===== src/rtl/noc_pkg.sv =====
// Shared NoC router definitions: port count, default downstream buffer depth,
// port index constants and the output allocator state encoding.
package noc_pkg;

  localparam int NUM_PORTS       = 5;
  localparam int DEFAULT_CREDITS = 4;

  // Router port indices
  localparam int PORT_LOCAL = 0;
  localparam int PORT_NORTH = 1;
  localparam int PORT_EAST  = 2;
  localparam int PORT_SOUTH = 3;
  localparam int PORT_WEST  = 4;

  typedef enum logic [0:0] {
    IDLE = 1'b0,
    BUSY = 1'b1
  } alloc_state_t;

endpackage


===== src/rtl/noc_rr_pick.sv =====
// Combinational rotate-priority picker: returns the first asserted request
// found when searching ptr+1, ptr+2, ... modulo NUM_IN. Shared with the VC
// allocator, so it holds no state of its own.
module noc_rr_pick #(
  parameter int NUM_IN = 5,
  parameter int SELW   = $clog2(NUM_IN)
) (
  input  logic [NUM_IN-1:0] req,
  input  logic [SELW-1:0]   ptr,
  output logic              any,
  output logic [SELW-1:0]   winner
);

  // Scan farthest-first so the nearest asserted input after ptr overwrites the rest
  always_comb begin
    int idx;
    any    = 1'b0;
    winner = '0;
    idx    = 0;
    for (int k = NUM_IN; k >= 1; k--) begin
      idx = (int'(ptr) + k) % NUM_IN;
      if (req[idx[SELW-1:0]]) begin
        any    = 1'b1;
        winner = idx[SELW-1:0];
      end
    end
  end

endmodule


===== src/rtl/noc_rr_output_alloc.sv =====
// Output-port allocator for one router output: round-robin grant among the
// inputs, grant held for a whole packet, flit transfers gated by downstream
// credits. Drives the crossbar mux through sel.
module noc_rr_output_alloc
  import noc_pkg::*;
#(
  parameter int NUM_IN  = NUM_PORTS,
  parameter int CREDITS = DEFAULT_CREDITS,
  parameter int SELW    = $clog2(NUM_IN),
  parameter int CW      = $clog2(CREDITS + 1)
) (
  input  logic              clk,
  input  logic              rst,
  input  logic [NUM_IN-1:0] req,
  input  logic [NUM_IN-1:0] flit_valid,
  input  logic [NUM_IN-1:0] flit_tail,
  input  logic              credit_in,
  output logic [NUM_IN-1:0] gnt,
  output logic [SELW-1:0]   sel,
  output logic              fire,
  output logic [CW-1:0]     credit_cnt,
  output logic              cr_ovf
);

  localparam logic [SELW-1:0] PTR_RESET = SELW'(NUM_IN - 1);
  localparam logic [CW-1:0]   CRED_MAX  = CW'(CREDITS);

  alloc_state_t      state_reg, state_next;
  logic [NUM_IN-1:0] gnt_reg, gnt_next;
  logic [SELW-1:0]   sel_reg, sel_next;
  logic [SELW-1:0]   ptr_reg, ptr_next;
  logic [CW-1:0]     credit_reg, credit_next;
  logic              ovf_reg, ovf_next;

  logic              pick_any;
  logic [SELW-1:0]   pick_winner;
  logic [NUM_IN-1:0] pick_onehot;
  logic              fire_int;

  noc_rr_pick #(
    .NUM_IN (NUM_IN),
    .SELW   (SELW)
  ) u_pick (
    .req    (req),
    .ptr    (ptr_reg),
    .any    (pick_any),
    .winner (pick_winner)
  );

  // Decode the picked index into the one-hot grant pattern
  generate
    for (genvar gi = 0; gi < NUM_IN; gi++) begin : g_onehot
      assign pick_onehot[gi] = (pick_winner == SELW'(gi));
    end
  endgenerate

  // A flit moves only while a packet owns the port and a downstream slot is free
  assign fire_int = (state_reg == BUSY) && flit_valid[sel_reg] && (credit_reg != '0);

  // Grant FSM: win in IDLE, release on tail fire or when the owner drops req
  always_comb begin
    state_next = state_reg;
    gnt_next   = gnt_reg;
    sel_next   = sel_reg;
    ptr_next   = ptr_reg;
    case (state_reg)
      IDLE: begin
        gnt_next = '0;
        if (pick_any) begin
          state_next = BUSY;
          gnt_next   = pick_onehot;
          sel_next   = pick_winner;
        end
      end
      BUSY: begin
        if ((fire_int && flit_tail[sel_reg]) || !req[sel_reg]) begin
          state_next = IDLE;
          gnt_next   = '0;
          ptr_next   = sel_reg;
        end
      end
      default: begin
        state_next = IDLE;
        gnt_next   = '0;
      end
    endcase
  end

  // Credit bookkeeping: a fire and a returned credit in the same cycle cancel
  always_comb begin
    credit_next = credit_reg;
    ovf_next    = ovf_reg;
    if (fire_int && !credit_in) begin
      credit_next = credit_reg - CW'(1);
    end else if (credit_in && !fire_int) begin
      if (credit_reg == CRED_MAX) begin
        ovf_next = 1'b1;
      end else begin
        credit_next = credit_reg + CW'(1);
      end
    end
  end

  // State and output registers
  always_ff @(posedge clk) begin
    if (rst) begin
      state_reg  <= IDLE;
      gnt_reg    <= '0;
      sel_reg    <= '0;
      ptr_reg    <= PTR_RESET;
      credit_reg <= CRED_MAX;
      ovf_reg    <= 1'b0;
    end else begin
      state_reg  <= state_next;
      gnt_reg    <= gnt_next;
      sel_reg    <= sel_next;
      ptr_reg    <= ptr_next;
      credit_reg <= credit_next;
      ovf_reg    <= ovf_next;
    end
  end

  assign gnt        = gnt_reg;
  assign sel        = sel_reg;
  assign fire       = fire_int;
  assign credit_cnt = credit_reg;
  assign cr_ovf     = ovf_reg;

endmodule

===== config.mk =====
export PLATFORM = sky130hd
export DESIGN_NAME = noc_rr_output_alloc
export DESIGN_NICKNAME = d
export VERILOG_FILES = /design/src/rtl/noc_pkg.sv /design/src/rtl/noc_rr_pick.sv /design/src/rtl/noc_rr_output_alloc.sv
export SDC_FILE = /design/constraint.sdc
export NUM_CORES = 1
export LEC_CHECK = 0
export CORE_ASPECT_RATIO = 1.75
export CORE_MARGIN = 2
export CORE_UTILIZATION = 30
export DETAILED_ROUTE_END_ITERATION = 8
export PLACE_DENSITY = 0.56
export RECOVER_POWER = 50
export SLEW_MARGIN = 25
export SYNTH_ARGS = -nofsm -noshare
export SYNTH_HDL_FRONTEND = slang
export SYNTH_SLANG_ARGS = --single-unit

===== constraint.sdc =====
create_clock -name clk -period 13.85 [get_ports clk]
set_clock_uncertainty 0.2 [all_clocks]
set_input_delay 2.0775 -clock clk [delete_from_list [all_inputs] [get_ports clk]]
set_output_delay 2.0775 -clock clk [all_outputs]
set_load 0.05 [all_outputs]

==> results of run 1 <==
[metal layers]
layer	up-vias	track usage [%]	part of all wire [%]
met5	-	0	0
met4	0	4.02	1.9
met3	17	1.01	3.0
met2	58	30.9	54
met1	1336	19.1	41
li1	1375	-	-
[worst paths after layout]
check	cells past startpoint	slack, ns	endpoint
max reg2reg	18	7.87	gnt[3]$_SDFFE_PP0P_
min	2	0.25	gnt[2]$_SDFFE_PP0P_
max	5	6.92	fire
min reg2reg	2	0.25	gnt[2]$_SDFFE_PP0P_
[area by class of cell]
cell class / instances / area [µm²]
fillers: 905 / 5540
multi-input cells: 292 / 2200
flip-flops and latches: 16 / 320
repair buffers: 32 / 315
well taps: 117 / 146
inverters: 30 / 113
clock buffers: 4 / 88.8
[power groups by stage]
| stage | registers [mW] | logic [mW] | clock network, mW |
|---|---|---|---|
| after global routing | 0.0782 | 0.550 | 0.0654 |
| after CTS | 0.0763 | 0.503 | 0.0629 |
| after floorplan | 0.0932 | 0.369 | 0 |
| final | 0.0763 | 0.502 | 0.0618 |
| after detailed placement | 0.0773 | 0.499 | 0 |
| after global placement | 0.0775 | 0.496 | 0 |
[critical path: cells and delay by family]
kind	cells	cell delay, ns
muxes	1	0.23
AOI/OAI and AO/OA	1	0.82
and+or+nand+nor	1	0.04
buffers and inverters	2	1.49
[layout by cell type (no fill, tap or decap), types with 4 or more instances in the layout]
| master | instances |
|---|---|
| sky130_fd_sc_hd__o211ai_1 | 8 |
| sky130_fd_sc_hd__a2111oi_0 | 4 |
| sky130_fd_sc_hd__nor3_1 | 8 |
| sky130_fd_sc_hd__o21ai_0 | 16 |
| sky130_fd_sc_hd__nor2_1 | 26 |
| sky130_fd_sc_hd__nand2_1 | 25 |
| sky130_fd_sc_hd__xnor2_1 | 6 |
| sky130_fd_sc_hd__o221ai_1 | 5 |
| sky130_fd_sc_hd__nand4_1 | 7 |
| sky130_fd_sc_hd__mux4_2 | 6 |
| sky130_fd_sc_hd__mux2i_1 | 11 |
| sky130_fd_sc_hd__dlygate4sd3_1 | 13 |
| sky130_fd_sc_hd__a21oi_1 | 26 |
| sky130_fd_sc_hd__or3_1 | 4 |
| sky130_fd_sc_hd__ha_1 | 28 |
| sky130_fd_sc_hd__nor2b_1 | 5 |
| sky130_fd_sc_hd__nand3_1 | 11 |
| sky130_fd_sc_hd__dfxtp_1 | 16 |
| sky130_fd_sc_hd__and2_1 | 4 |
| sky130_fd_sc_hd__inv_1 | 26 |
| sky130_fd_sc_hd__clkdlybuf4s50_1 | 17 |
| sky130_fd_sc_hd__nand2b_1 | 10 |
| sky130_fd_sc_hd__a31oi_1 | 6 |
[kinds of logic (layout without fill, tap and decap cells)]
group | after synthesis | after routing | synth area share, %
flops | 16 | 16 | 11.8
xor+xnor | 9 | 9 | 3.19
buf+inv | 47 | 66 | 6.70
mux | 18 | 18 | 9.48
compound gates | 113 | 113 | 30.9
simple gates | 123 | 123 | 24.2
fa+ha+maj | 29 | 29 | 13.7
==> results summary, run 1 <==
Setup repair after global routing left no endpoint under its margin. The number of clock buffers added by TritonCTS is 3. The number of placed cells counting well taps came out at 487.

The first global-routing pass estimated 12700 µm of wire. After routing, the total negative slack on setup checks comes to 0 ns. Combinational cells account for 78.4% of the total power.

In this run switching power makes up 53.6% of total power. The flop and latch count out of synthesis is 16. The net count of the finished layout is 422. In the synthesized netlist, the cells that appear most often are 28 x sky130_fd_sc_hd__ha_1, 26 x sky130_fd_sc_hd__a21oi_1, 26 x sky130_fd_sc_hd__inv_1, 26 x sky130_fd_sc_hd__nor2_1, 25 x sky130_fd_sc_hd__nand2_1. The critical path's slowest cell is sky130_fd_sc_hd__clkdlybuf4s50_1. The share of the synthesized area in the top cell type is 12.9%. The initial antenna violation count came out at 0. The achievable clock frequency is 0.144 GHz. The congestion estimate from routability-driven global placement came to 0.837. The post-synth net total is 402. In this run the count of I/O pins placed on the die edge is 31.

The sequential group share of total power is 11.9%. The total power after layout is 0.640 mW. The synthesized design contains 0 enable-type register cells. The final cell count without fillers came out at 491.

The total wire length is 7910 µm. The critical path is of the input port to primary output type. The register clock-pin slew on the reported worst setup and hold paths came out at 0.05 ns. The port buffer count came out at 30.

The number of buffers added to fix hold violations after cts is 0. The count of unique library cells instantiated by Yosys came out at 73. The global routing usage summed across all routing layers came out at 16.3%. The part of the total power dissipated in the clock network is 9.7%.

Hold timing on the final database bottoms out at a slack of 0.248 ns. The pre-CTS worst setup slack came out at 7.01 ns. The total core area came out at 0.00873 mm². The total count of hold-check failures in the final report is 0.

The cell-internal power is 0.297 mW. After layout, the worst path uses 50.0% of the clock period. The number of routed nets with antenna violations came out at 0.

The via count of the first global-routing pass is 2638. The measured slew at the worst slew-check pin came out at 0.941 ns. The switching power of the nets came out at 0.343 mW. The number of vias per cell after detailed routing came out at 5.67.

The startpoint identified for the worst hold timing path is gnt[2]$_SDFFE_PP0P_. The most numerous cell in the Yosys netlist is sky130_fd_sc_hd__ha_1. The count of TritonRoute iterations in the first routing pass came out at 4. The post-route standard cell area excluding fillers is 0.00319 mm². The H-tree depth is 1.

The max-slew headroom at the worst pin came out at 35.6%. The repair_antennas step left the layout with diodes totalling 0. The final period demand of the worst path came out at 6.93 ns.

The DRC violation total after the first TritonRoute iteration came out at 170. The latest clock arrival within the worst-skew pair came out at 0.25 ns. A synthesized cell averages 7.62 µm². The top flip-flop cell by instance count after synthesis is sky130_fd_sc_hd__dfxtp_1.

The flip-flop count of the largest register after layout is 5. The die covers 0.00983 mm². The total grt overflow is 0. The clock tree from TritonCTS is yes. The cell type with the highest aggregate area in the netlist is sky130_fd_sc_hd__ha_1.

For the worst setup path, the data required time is 11.57 ns. The mapped netlist covers 0.00271 mm². In this run the horizontal extent of the chip is 75.8 µm. In this run the post-CTS setup repair buffer count came out at 0. For this design the static power due to leakage is 1.30 nW. The fraction of final layout cells with drive strength greater than 1 is 7.22%. The number of warnings printed during yosys synthesis is 0. The setup slack after layout came out at 6.92 ns. The final number of max-transition violations came out at 0. For this block, the via count after detailed routing is 2786. The wire-length estimate of the detail-placed layout is 6190 µm. The flow ran to the end, and the final reports show no timing, DRC or antenna violations. The maximum buffer depth of the clock tree is 2. Sorting the synthesized cells by area gives the leading types as sky130_fd_sc_hd__ha_1 13%, sky130_fd_sc_hd__dfxtp_1 12%, sky130_fd_sc_hd__mux4_2 5.0%. The top fanout value on the critical path came out at 4. The cell area reported after detailed placement is 0.00310 mm². In this run the critical register-to-register path is launched from ptr_reg[1]$_SDFFE_PP0P_.

Gates resized during post-CTS repair numbered 0. Counting every instance in the synthesized netlist gives 355. The critical path starts at flit_valid[0]. The buffer type at the clock tree root is sky130_fd_sc_hd__clkbuf_16. Entering global routing, the biggest net connects 39 pins. The longest individual stage delay on the worst path is 0.96 ns.

The initial core utilization is 31.0%. The peak ir drop on the vdd network is 0.000108 V. Dividing the detail-routed wire length by the instance count gives 16.1 µm. Setup violations remaining at the end of the flow were counted as 0. The endpoint kind of the worst setup timing path is a primary output. The area added between synthesis and finish is 17.8%.

Counting every sink on the clock net gives 16. At the end of the flow the core is filled with cells to 36.5%. After synthesis, the share of flip-flops with an asynchronous set or reset is 0%. The sequential-to-total area share from yosys stat came out at 11.8%. Traced cell by cell, the critical path runs through dlygate4sd3_1 > mux4_2 > nor2_1 > a2111oi_0 > clkdlybuf4s50_1.

The number of max-cap violations is 0. Power spread over the standard cell area amounts to 201 mW/mm². The arrival time at the worst endpoint is 4.65 ns. The class of the tightest hold or removal check is flip-flop to flip-flop. The height of the die came out at 130 µm.

The sort of element at the start of the critical path is an input port. The remaining design rule violation count came out at 0. The floorplan row count came out at 45.
(Power assumes the default switching activity.)
==> run 2: changes to the inputs <==
clock period = 6.6 ns   (was 13.85 ns; I/O delays follow)
==> results summary, run 2 (synthesized netlist as in run 1, its figures left out) <==
The flow ran to the end, and the final reports show no timing, DRC or antenna violations. Setup repair after global routing left no endpoint under its margin. The longest individual stage delay on the worst path is 0.53 ns.

The first global-routing pass estimated 13700 µm of wire. The first TritonRoute pass finished after 5 iterations. The final period demand of the worst path came out at 5.73 ns. The power per cell area came out at 424 mW/mm². The post-detailed-route wirelength per cell came out at 16.9 µm. The cell leakage power is 1.31 nW.

For this design, the slowest cell found on the critical path is sky130_fd_sc_hd__dfxtp_1. Traced cell by cell, the critical path runs through clkinv_1 > ha_1 > xnor2_1 > inv_2 > ha_1 > or3b_2 > o22ai_1 > or2_1 > ha_1 > nand2b_1 > o221ai_1 > a21oi_1 > a211oi_1 > a22oi_1 > nand2b_1 > o221a_2 > o32ai_1 > a32o_1. The total wire length came out at 8370 µm. The number of clock buffers inserted by TritonCTS came out at 3. The quantity of gates resized following cts came out at 0. The area added between synthesis and finish came out at 18.5%. The peak ir drop on the vdd network is 0.000197 V. The initial antenna violation count was 0. The clock net in this run drives a total of 16 sinks.

Fill cells in the final layout number 903. The height of the die is 130 µm. The total core area is 0.00873 mm². The number of routed nets with antenna violations came out at 0. The number of placed cells counting well taps is 490. The flip-flop count of the largest register after layout is 5. The final critical-path share of the clock period is 86.8%. The port buffer count is 30. The number of buffers added to fix hold violations after cts is 0. Static timing analysis puts the maximum clock frequency at 0.175 GHz. The final number of max-transition violations came out at 0.

Summed over all nets, the half-perimeter wirelength after detailed placement is 6640 µm. By startpoint and endpoint, the worst setup path is classified as flip-flop to flip-flop. STA classifies the critical path endpoint as a flip-flop. STA puts the critical path data required time at 6.59 ns.

The tool flagged a number of max-cap violations equal to 0. The remaining design rule violation count is 0. The total power after layout came out at 1.36 mW. For this configuration, the core starts out at a cell density of 31.0%. The total I/O pin count came out at 31. 0 antenna diodes ended up in the layout. The clock tree from TritonCTS is yes. The cell family contributing the most delay on the critical path is compound AO/OA/AOI/OAI gates. The maximum buffer depth of the clock tree is 2. The cell area reported after detailed placement came out at 0.00312 mm². The total grt overflow is 0.

The via count of the first global-routing pass came out at 2839. The sort of element at the start of the critical path is a flip-flop. In this run the worst setup path begins at ptr_reg[1]$_SDFFE_PP0P_. The routability-driven placement congestion ratio came out at 0.836. The arrival time at the worst endpoint is 5.72 ns. The number of vias per cell after detailed routing is 5.80.

The latest clock arrival within the worst-skew pair came out at 0.25 ns. The total count of hold-check failures in the final report is 0. The register clock-pin slew on the reported worst setup and hold paths is 0.05 ns. The largest net degree at the start of global routing came out at 26.

The worst hold path begins at gnt[0]$_SDFFE_PP0P_. In the final layout, the share of cells above drive strength 1 is 7.69%. Leaving out fill and tap cells, the most frequent cells in the layout are 28 x sky130_fd_sc_hd__ha_1, 26 x sky130_fd_sc_hd__inv_1, 26 x sky130_fd_sc_hd__a21oi_1, 26 x sky130_fd_sc_hd__nor2_1, 25 x sky130_fd_sc_hd__nand2_1. The floorplan step defined a die boundary enclosing 0.00983 mm². The top fanout value on the critical path came out at 11.

After floorplanning, the core was divided into 45 placement rows. The origin of the critical flop-to-flop path is ptr_reg[1]$_SDFFE_PP0P_. The post-route standard cell area excluding fillers is 0.00321 mm². The class of the tightest hold or removal check is flip-flop to flip-flop.

In this run the clock root is driven by a sky130_fd_sc_hd__clkbuf_16. The max-slew headroom at the worst pin came out at 52.1%. The H-tree depth is 1.

At the pin with the least slew margin, the transition time is 0.710 ns. The library cell used most frequently in the layout, excluding fill and tap cells, is sky130_fd_sc_hd__ha_1. The most numerous cell type found on the critical path is sky130_fd_sc_hd__ha_1. The accumulated negative setup slack is 0 ns.

The detailed router finished its first iteration with 212 violations. The post-CTS setup repair buffer count came out at 0. The die outline width is 75.8 µm. The final layout contains 425 nets. The total via count after detailed routing is 2863. The global routing usage summed across all routing layers came out at 17.6%. Once layout is complete, the cells apart from fillers number 494. Together, buffers and inverters on the worst path number 2. Setup violations remaining at the end of the flow were counted as 0.
-- run 2: changes by cell type in the layout (fill, tap and decap cells not counted), sizes merged --
cell | previous run | this run
buf | 2 | 4
clkbuf | 4 | 5
-- run 2: worst reg2reg max path: cells and delay by family (launching register included) --
family / cells / cell delay, ns
xor gates and xnor gates: 1 / 0.48
adders and majority gates: 3 / 0.85
and+or+nand+nor: 4 / 0.92
DFF: 1 / 0.53
AOI/OAI and AO/OA: 8 / 2.15
buffers and inverters: 2 / 0.52
-- run 2: worst paths after layout --
check,end,slack [ns],depth (start not counted)
worst max-delay path,gnt[3]$_SDFFE_PP0P_,0.87,18
worst min-delay path,gnt[0]$_SDFFE_PP0P_,0.25,2
worst max register to register,gnt[3]$_SDFFE_PP0P_,0.87,18
worst min register to register,gnt[0]$_SDFFE_PP0P_,0.25,2
-- run 2: area by class of cell --
type | instances | area, µm² | share of cell area, %
repair buffers | 35 | 334 | 10.4
well taps | 117 | 146 | 4.56
clock buffers | 4 | 88.8 | 2.77
inverters | 30 | 113 | 3.51
multi-input cells | 292 | 2200 | 68.7
flip-flops and latches | 16 | 320 | 9.99
-- run 2: report_power, final --
group	total [mW]	internal [mW]	switching, mW
combinational	1.07	0.413	0.657
sequential	0.158	0.121	0.0378
clock	0.132	0.0922	0.0396
total	1.36	0.626	0.734
-- run 2: per-layer routing --
metal	up-vias	wire, µm	track usage, %
li1	1394	-	-
met1	1368	3230	19.2
met2	74	4550	32.5
met3	27	256	2.10
met4	0	331	7.84
met5	-	0	0
-- run 2: metrics by stage --
step	hold slack (ns)	setup WS [ns]	utilization (%)
global route	0.300	0.503	36.7
global placement	0.252	1.17	35.8
detailed placement	0.251	0.900	35.8
CTS	0.263	0.898	36.8
floorplan	0.286	0.805	-
finish	0.251	0.871	36.7
==> RTL change (config.mk and constraints of run 1) <==
Reset style: asynchronous (`rst`), changed in one clocked block.
--- a/src/rtl/noc_rr_output_alloc.sv
+++ b/src/rtl/noc_rr_output_alloc.sv
@@ -103,5 +103,5 @@
 
   // State and output registers
-  always_ff @(posedge clk) begin
+  always_ff @(posedge clk or posedge rst) begin
     if (rst) begin
       state_reg  <= IDLE;
Formal check against the unedited RTL: differs if rst is asserted again (counterexample within 4 cycles, from zero or initial values and one cycle with rst high); with rst held inactive, the same outputs for 4 cycles.
==> RTL change against run 1 <==
  * Critical path depth unchanged
  * Area after synthesis increased by 11%
  * Die area increased by 11%
  * Sequential cell count unchanged
  * Design area increased by 8.6%
  * Wire length increased by 13%
  * Non-clock buffer count decreased by 1
  * Fmax increased by 8.2%
  * Largest cell class unchanged
  * Critical path type unchanged
  * Setup slack improved by 530 ps
  * Highest routed layer unchanged
  * Core utilization decreased by 1.4 points
  * Via count increased by 7.2%
Power is not shown: default switching activity piles up to over one toggle a cycle in this logic, so the estimate is an artifact.
==> RTL change: results (changes against run 1) <==
INFO  metric global_route.usage.total = 17.1% (+0.72 points)
INFO  metric met2_routed_length = 4.88 mm (+13%)
INFO  metric grt_start_max_net_pins = 38 (-2.6%)
INFO  metric numPlacedInstances = 504 (+3.5%)
INFO  metric synthFlopType = sky130_fd_sc_hd__dfrtp_1
INFO  metric postCtsSetupBuffers = 0 (unchanged)
INFO  metric portion_of_the_post_synthesis_area_used_by_sequential_elements = 13.4% (+1.5 points)
INFO  metric synthTopCellsByArea = sky130_fd_sc_hd__dfrtp_1, sky130_fd_sc_hd__ha_1, sky130_fd_sc_hd__mux2i_1, sky130_fd_sc_hd__nand2_1, sky130_fd_sc_hd__a21oi_1
INFO  metric most_instantiated_cells_after_synthesis = sky130_fd_sc_hd__ha_1, sky130_fd_sc_hd__nand2_1, sky130_fd_sc_hd__inv_1, sky130_fd_sc_hd__a21oi_1, sky130_fd_sc_hd__o21ai_0
INFO  metric avgRoutedWirePerCell = 17.5 um (+8.9%)
INFO  metric postPlaceCellArea = 3380 sq um (+9.1%)
INFO  metric stdcell_count = 508 (+3.5%)
INFO  metric synth_adder_area_share = 12.3% (-1.4 points)
INFO  metric worstHoldPathCells = 1 (-1)
INFO  metric design.final.nets = 431 (+2.1%)
INFO  metric synth_compound_area_share = 34.6% (+3.8 points)
INFO  metric max_slew.worst_pin.slew = 699 ps (-243 ps)
INFO  metric holdCritStartpoint = cr_ovf$_DFFE_PP0P_
INFO  metric worst_min_delay_path_endpoint = cr_ovf$_DFFE_PP0P_
INFO  metric route.met3.wl = 246 um (+3.4%)
INFO  metric vias_per_cell = 5.88 (+3.6%)
INFO  metric timing.reg2reg.worst_path_depth = 15 (-3)
INFO  metric fin_hold_ws = 262 ps (+13.8 ps)
INFO  metric crit-reg2reg-launch = ptr_reg[1]$_DFFE_PP0P_
INFO  metric detailedPlacementHpwl = 7.20 mm (+16%)
INFO  metric grt_first_pass_wirelength = 14.9 mm (+17%)
INFO  metric fraction_of_registers_with_async_set_or_reset_after_synthesis = 100% (+100 points)
INFO  metric r2r_end = gnt[0]$_DFFE_PP0P_
INFO  metric drive_above_1_share = 12.0% (+4.8 points)
INFO  metric syn_nets = 413 (+2.7%)
INFO  metric clock.fmax = 0.156 GHz (+8.2%)
INFO  metric cp_slowest_stage_delay = 900 ps (-60 ps)
INFO  metric outcome = complete, no violations
INFO  metric grt_pass1_vias = 2,994 (+13%)
INFO  metric finalWeightedCongestion = 0.871 (+4.0%)
INFO  metric netlist-cell-type-count = 83 (+14%)
-- RTL change: cell count changes after synthesis, sizes merged, moves of 6 or more --
| cell | delta |
|---|---|
| nor2 | -10 |
| mux2 | +7 |
| dfrtp | +14 |
| a21oi | -6 |
| dfxtp | -16 |
-- RTL change: kinds of logic (layout without fill, tap and decap cells) --
logic type | count (synthesis) | in the layout
buffers and inverters | 44 | 61
multiplexers | 26 | 26
adder cells (fa/ha/maj) | 29 | 29
AND/OR/NAND/NOR | 108 | 108
flip-flops | 16 | 16
XOR/XNOR | 8 | 8
AO/OA/AOI/OAI | 135 | 135
-- RTL change: layout make-up --
cell class / instances / area [sq um]
clock buffers: 4 / 78.8
fillers: 1079 / 6390
inverters: 26 / 97.6
multi-input cells: 306 / 2420
flip-flops and latches: 16 / 403
well taps: 125 / 156
repair buffers: 31 / 308
-- RTL change: routing by layer --
metal  vias up  track usage [%]
met5         -                0
met4         0             10.3
met3        24             1.25
met2        79             32.0
met1      1435             18.1
li1       1448                -
